<file path="src/rtl/ramworks_cmd_ctrl.sv">
// RAMWorks bank register, capacity mask and key-sequence command decoder.
// The sequence FF 00 55 AA C1 AD <cmd> <arg> drives UFM/config actions.
module ramworks_cmd_ctrl #(
    parameter int TO_BITS = 3
) (
    input  logic       C14M,
    input  logic       Reset,
    input  logic       WrStb,
    input  logic [7:0] WrData,
    input  logic       CycStb,
    input  logic       InitMaskVld,
    input  logic [7:0] InitMask,
    output logic [7:0] RWBank,
    output logic [7:0] RWMask,
    output logic       CmdPrgm,
    output logic       CmdErase,
    output logic       BbDRDIn,
    output logic       BbDRCLK,
    output logic [2:0] CmdState
);

    typedef enum logic [2:0] {
        CS0 = 3'd0,
        CS1 = 3'd1,
        CS2 = 3'd2,
        CS3 = 3'd3,
        CS4 = 3'd4,
        CS5 = 3'd5,
        CS6 = 3'd6,
        CS7 = 3'd7
    } cs_t;

    cs_t                r_cs;
    logic [TO_BITS-1:0] r_to;
    logic [7:0]         r_rwbank;
    logic [7:0]         r_rwmask;
    logic               r_rstnext;
    logic               r_bbarm;
    logic               r_maskarm;
    logic               r_prgm;
    logic               r_erase;
    logic               r_bbdrdin;
    logic               r_bbdrclk;

    logic [7:0] w_key;
    cs_t        w_cs_nxt;
    logic       w_key_hit;
    logic       w_to_full;
    logic [7:0] w_init_mask;

    // Expected key byte and successor for the key-matching states
    always_comb begin
        w_key    = 8'h00;
        w_cs_nxt = CS0;
        case (r_cs)
            CS0: begin
                w_key    = 8'hFF;
                w_cs_nxt = CS1;
            end
            CS1: begin
                w_key    = 8'h00;
                w_cs_nxt = CS2;
            end
            CS2: begin
                w_key    = 8'h55;
                w_cs_nxt = CS3;
            end
            CS3: begin
                w_key    = 8'hAA;
                w_cs_nxt = CS4;
            end
            CS4: begin
                w_key    = 8'hC1;
                w_cs_nxt = CS5;
            end
            CS5: begin
                w_key    = 8'hAD;
                w_cs_nxt = CS6;
            end
            default: begin
                w_key    = 8'h00;
                w_cs_nxt = CS0;
            end
        endcase
    end

    assign w_key_hit   = (WrData == w_key);
    assign w_to_full   = &r_to;
    assign w_init_mask = (InitMask == 8'h80) ? 8'h00 : ~InitMask;

    always_ff @(posedge C14M) begin
        if (Reset) begin
            r_cs      <= CS0;
            r_to      <= '0;
            r_rwbank  <= 8'h00;
            r_rwmask  <= 8'h00;
            r_rstnext <= 1'b0;
            r_bbarm   <= 1'b0;
            r_maskarm <= 1'b0;
            r_prgm    <= 1'b0;
            r_erase   <= 1'b0;
            r_bbdrdin <= 1'b0;
            r_bbdrclk <= 1'b0;
        end else begin
            r_prgm    <= 1'b0;
            r_erase   <= 1'b0;
            r_bbdrclk <= 1'b0;
            if (WrStb) begin
                r_to      <= '0;
                r_bbarm   <= 1'b0;
                r_maskarm <= 1'b0;
                if (r_rstnext) begin
                    r_rwbank  <= 8'h00;
                    r_rstnext <= 1'b0;
                end else begin
                    r_rwbank <= WrData & ~r_rwmask;
                end
                case (r_cs)
                    CS6: begin
                        r_cs <= CS7;
                        case (WrData)
                            8'hEF:   r_prgm    <= 1'b1;
                            8'hEE:   r_erase   <= 1'b1;
                            8'hFF:   r_rstnext <= 1'b1;
                            8'hEA:   r_bbarm   <= 1'b1;
                            8'hE0:   r_maskarm <= 1'b1;
                            default: ;
                        endcase
                    end
                    CS7: begin
                        r_cs <= CS0;
                        if (r_bbarm) begin
                            r_bbdrdin <= WrData[6];
                            r_bbdrclk <= WrData[7];
                        end
                        if (r_maskarm) begin
                            r_rwmask <= ~WrData;
                        end
                    end
                    default: begin
                        r_cs <= w_key_hit ? w_cs_nxt : CS0;
                    end
                endcase
            end else if (CycStb) begin
                if (w_to_full) begin
                    r_cs      <= CS0;
                    r_bbarm   <= 1'b0;
                    r_maskarm <= 1'b0;
                    r_to      <= '0;
                end else begin
                    r_to <= r_to + {{(TO_BITS-1){1'b0}}, 1'b1};
                end
            end
            // Loader value overrides a simultaneous mask-set argument
            if (InitMaskVld) begin
                r_rwmask <= w_init_mask;
            end
        end
    end

    assign RWBank   = r_rwbank;
    assign RWMask   = r_rwmask;
    assign CmdPrgm  = r_prgm;
    assign CmdErase = r_erase;
    assign BbDRDIn  = r_bbdrdin;
    assign BbDRCLK  = r_bbdrclk;
    assign CmdState = r_cs;

endmodule

</file>
<file path="config.mk">
export PLATFORM = sky130hd
export DESIGN_NAME = ramworks_cmd_ctrl
export DESIGN_NICKNAME = d
export VERILOG_FILES = /design/src/rtl/ramworks_cmd_ctrl.sv
export SDC_FILE = /design/constraint.sdc
export NUM_CORES = 1
export LEC_CHECK = 0
export ABC_CLOCK_PERIOD_IN_PS = 5190
export CAP_MARGIN = 30
export CELL_PAD_IN_SITES_DETAIL_PLACEMENT = 0
export CELL_PAD_IN_SITES_GLOBAL_PLACEMENT = 1
export CORE_UTILIZATION = 38
export CTS_CLUSTER_SIZE = 30
export DETAILED_ROUTE_END_ITERATION = 10
export PLACE_DENSITY_LB_ADDON = 0.1
export SYNTH_ARGS = -nofsm -noshare
export SYNTH_HDL_FRONTEND = slang
export SYNTH_SLANG_ARGS = --single-unit
</file>
<file path="constraint.sdc">
create_clock -name C14M -period 5.19 [get_ports C14M]
set_clock_uncertainty 0.2 [all_clocks]
set_input_delay 1.038 -clock C14M [delete_from_list [all_inputs] [get_ports C14M]]
set_output_delay 1.038 -clock C14M [all_outputs]
set_load 0.01 [all_outputs]
</file>
==> key figures <==
Synthesis
  – Syn Std Cell Area: about 0.0017 mm2
  – Syn nets: ~220
  – Asr flop ratio synth: 0%
  – Top-count cell post-synth: dfxtp_1
  – Leading area contributor after synthesis: dfxtp_1
  – Seq/Total Area, Yosys: 34.7%
  – #FFs+latches synth: 29
  – Post-synth top cells: dfxtp_1, nor2_1, nor3_1
  – Syn avg cell area: 8.72 um2
  – Synth Flop Type: dfxtp_1
  – Yosys top cell area share: 34.7%
  – Largest cells by area after synthesis: dfxtp_1, nor2_1, o221a_2, a32oi_1, nor3_1
  – Warnings from Yosys: 0
  – Synth unique cells: 53
  – Post-synth EDFFs: 0
  – Post-Syn Instances: roughly 190

Global route
  – Grt peak-use layer: met2
  – GRT met3 Usage: ~6.7%
  – First-pass GRT wire length: around 7000 um
  – Grt met2 use: 32.1%
  – Largest net degree at the start of global routing: 29
  – Met1 Track Usage GR: 27.8%
  – GRT overflow: 0
  – Aggregate global-route resource usage: a little over a fifth
  – Initial antenna violation count: 0
  – Number of global-route vias before repair: roughly 1500

CTS
  – Clk Latency, worst-skew pair: 0.29 ns
  – # resized after CTS: 0
  – CTS tree: yes
  – Total CTS buffers: 5
  – Clk buf depth: 2
  – H-tree level count: 2
  – Clk pin slew, worst setup/hold paths: 0.07 ns
  – Sink Count: 29
  – Setup Buffers After CTS: 0
  – Clock root buffer: clkbuf_8
  – # hold bufs at CTS: 0

Setup path
  – Family with the most delay on the worst path: simple AND/OR/NAND/NOR gates
  – CP arrival: 3.24 ns
  – Worst flop-to-flop path endpoint: CmdState[0]
  – Reg2Reg Setup Slack: 1.96 ns
  – CP bufs+invs: 1
  – WP data required: ~5.2 ns
  – CP Class: reg -> reg
  – Critical R2R Launch: CmdState[1]
  – Max FO, Critical Path: 22
  – Worst Reg-to-Reg Cells: 7
  – Crit. Startpoint: CmdState[1]
  – Stages on the worst setup path: 7
  – CP max-delay cell: dfxtp_1
  – Crit start category: flip-flop
  – Critical path capture point: CmdState[0]
  – Cell Chain, Critical Path: inv_1, ha_1, a21oi_1, or3_1, o311a_1, or4_4, o31ai_2
  – Endpoint class of the critical path: flip-flop
  – Worst path max stage delay: just over 0.8 ns

Timing
  – Worst-margin pin slew: 0.802 ns
  – Final setup fails: 0
  – Tcrit/Tclk final: 62.3%
  – Fin Setup TNS: 0 ns
  – Fmax: approximately 310 MHz
  – Setup WS post-layout: 1.96 ns
  – Min cycle time layout: 3.23 ns
  – Unrepaired setup endpoints after global routing: false
  – Endpoints failing hold: 0
  – Slew Limit Fails: 0
  – Rel. slew slack: 46.5%

Die
  – Core area: 0.00412 mm2
  – Die area: 0.00468 mm2
  – Row count: 23
  – I/O Pins: 44
  – Starting Density: 40.7%
  – Die Span Y: 68.4 um
  – Die extent in x: 68.4 um

Place
  – Post-DP HPWL: 3210 um
  – GPL Wtd Cong: 0.843
  – Input/output buffers: 43
  – Pre-CTS setup slack: roughly 1.8 ns

Drt
  – Final ANT Viol Nets: 0
  – DRT Wirelength: 4540 um
  – Via Count: 1572
  – DRC Markers: 0
  – Iteration-0 DRC Markers: approximately 110
  – Drt pass-1 iters: 4
  – Vias/cell: 5.63
  – WL per Instance: 16.3 um

Final layout
  – Net count, final: 254
  – Number of diodes: 0
  – Layout cells sized above 1: around 11%
  – Syn-to-layout area delta: 29.6%

Flow run
  – Number of max-cap violations: 0

Power
  – Power Density: 233 mW/mm2
  – Seq pwr share: 47.0%
  – Combinational Power Share: 16.5%
  – Leakage: approximately 0.83 nW
  – Clock power frac: 36.5%
  – Maximum vdd ir drop: about 0.13 mV
  – Switching Power: 138 uW
  – Switching part of the total: 27.4%
  – Internal Power: roughly 370 uW

Run status
  – Status: complete, no violations

Worst hold path
  – Hold Path Class: reg -> reg
## sequential cells by signal, indices dropped and copies added (netlist names)
name and cells:
r_to 3, CmdState 3, BbDRCLK 1, r_rstnext 1, CmdPrgm 1, CmdErase 1, RWBank 8, BbDRDIn 1
r_bbarm 1, RWMask 8, r_maskarm 1
## cells in the final DEF, fill, tap and decap left out, types with 4 or more instances in the layout
master and instances:
nor3_1 14, a32oi_1 8, nor2_1 26, inv_1 13
nand2_1 5, ha_1 5, clkdlybuf4s50_1 43, nor3b_1 4
o221a_2 7, nand3_1 5, dfxtp_1 29, mux2i_1 6
clkbuf_8 5, a21oi_1 9
## logic make-up after synthesis
family	after synthesis	synth area share, %
simple gates	73	23.8
compound gates	48	24.5
buf+inv	29	8.59
flops	29	34.7
mux	6	3.59
fa+ha+maj	6	4.33
xor+xnor	1	0.523
## power groups by stage
| stage | Clock [mW] | Combinational, mW | Sequential [mW] |
|---|---|---|---|
| 4_1_cts | 0.191 | 0.0831 | 0.237 |
| 3_5_place_dp | 0 | 0.0826 | 0.242 |
| 5_1_grt | 0.203 | 0.0909 | 0.238 |
| 2_1_floorplan | 0 | 0.0362 | 0.245 |
| 6_report | 0.184 | 0.0832 | 0.237 |
| 3_3_place_gp | 0 | 0.0814 | 0.241 |
## worst min-delay path by stage
stage | startpoint | to | cells after the start
final | r_bbarm | r_bbarm | 2
after global routing | r_bbarm | r_bbarm | 2
after CTS | r_bbarm | r_bbarm | 2
after detailed placement | r_bbarm | r_bbarm | 2
after global placement | r_bbarm | r_bbarm | 2
after floorplan | r_bbarm | r_bbarm | 2
## cell type report
type	count	area, um2
clock inverters	3	17.5
repair buffers	44	438
flip-flops and latches	29	581
well taps	50	62.6
inverters	14	52.6
clock buffers	5	68.8
fillers	395	1950
multi-input cells	134	950
## through the flow
step                      power (mW)  hold slack [ns]  util, %  cell area, um2  cells
after detailed placement       0.324            0.254     50.6            2080    271
after global routing           0.531            0.288     52.7            2170    279
after floorplan                0.281            0.232        -            1670    192
final                          0.504            0.264     52.7            2170    279
after CTS                      0.511            0.266     52.7            2170    279
after global placement         0.323            0.244     50.6            2080    271
## worst register-to-register path: cells and delay by family, from the launching register on
family | cells | cell delay (ns)
and+or+nand+nor | 2 | 0.90
DFF | 1 | 0.81
adders and majority gates | 1 | 0.58
AOI/OAI and AO/OA | 3 | 0.47
buffers and inverters | 1 | 0.20
## metal layers
layer  wire length [um]  share of wire (%)
met1               2110                 46
met2               2130                 47
met3                243                5.3
met4                 65                1.4
met5                  0                  0
No activity file was read; power rests on OpenSTA's default activity.
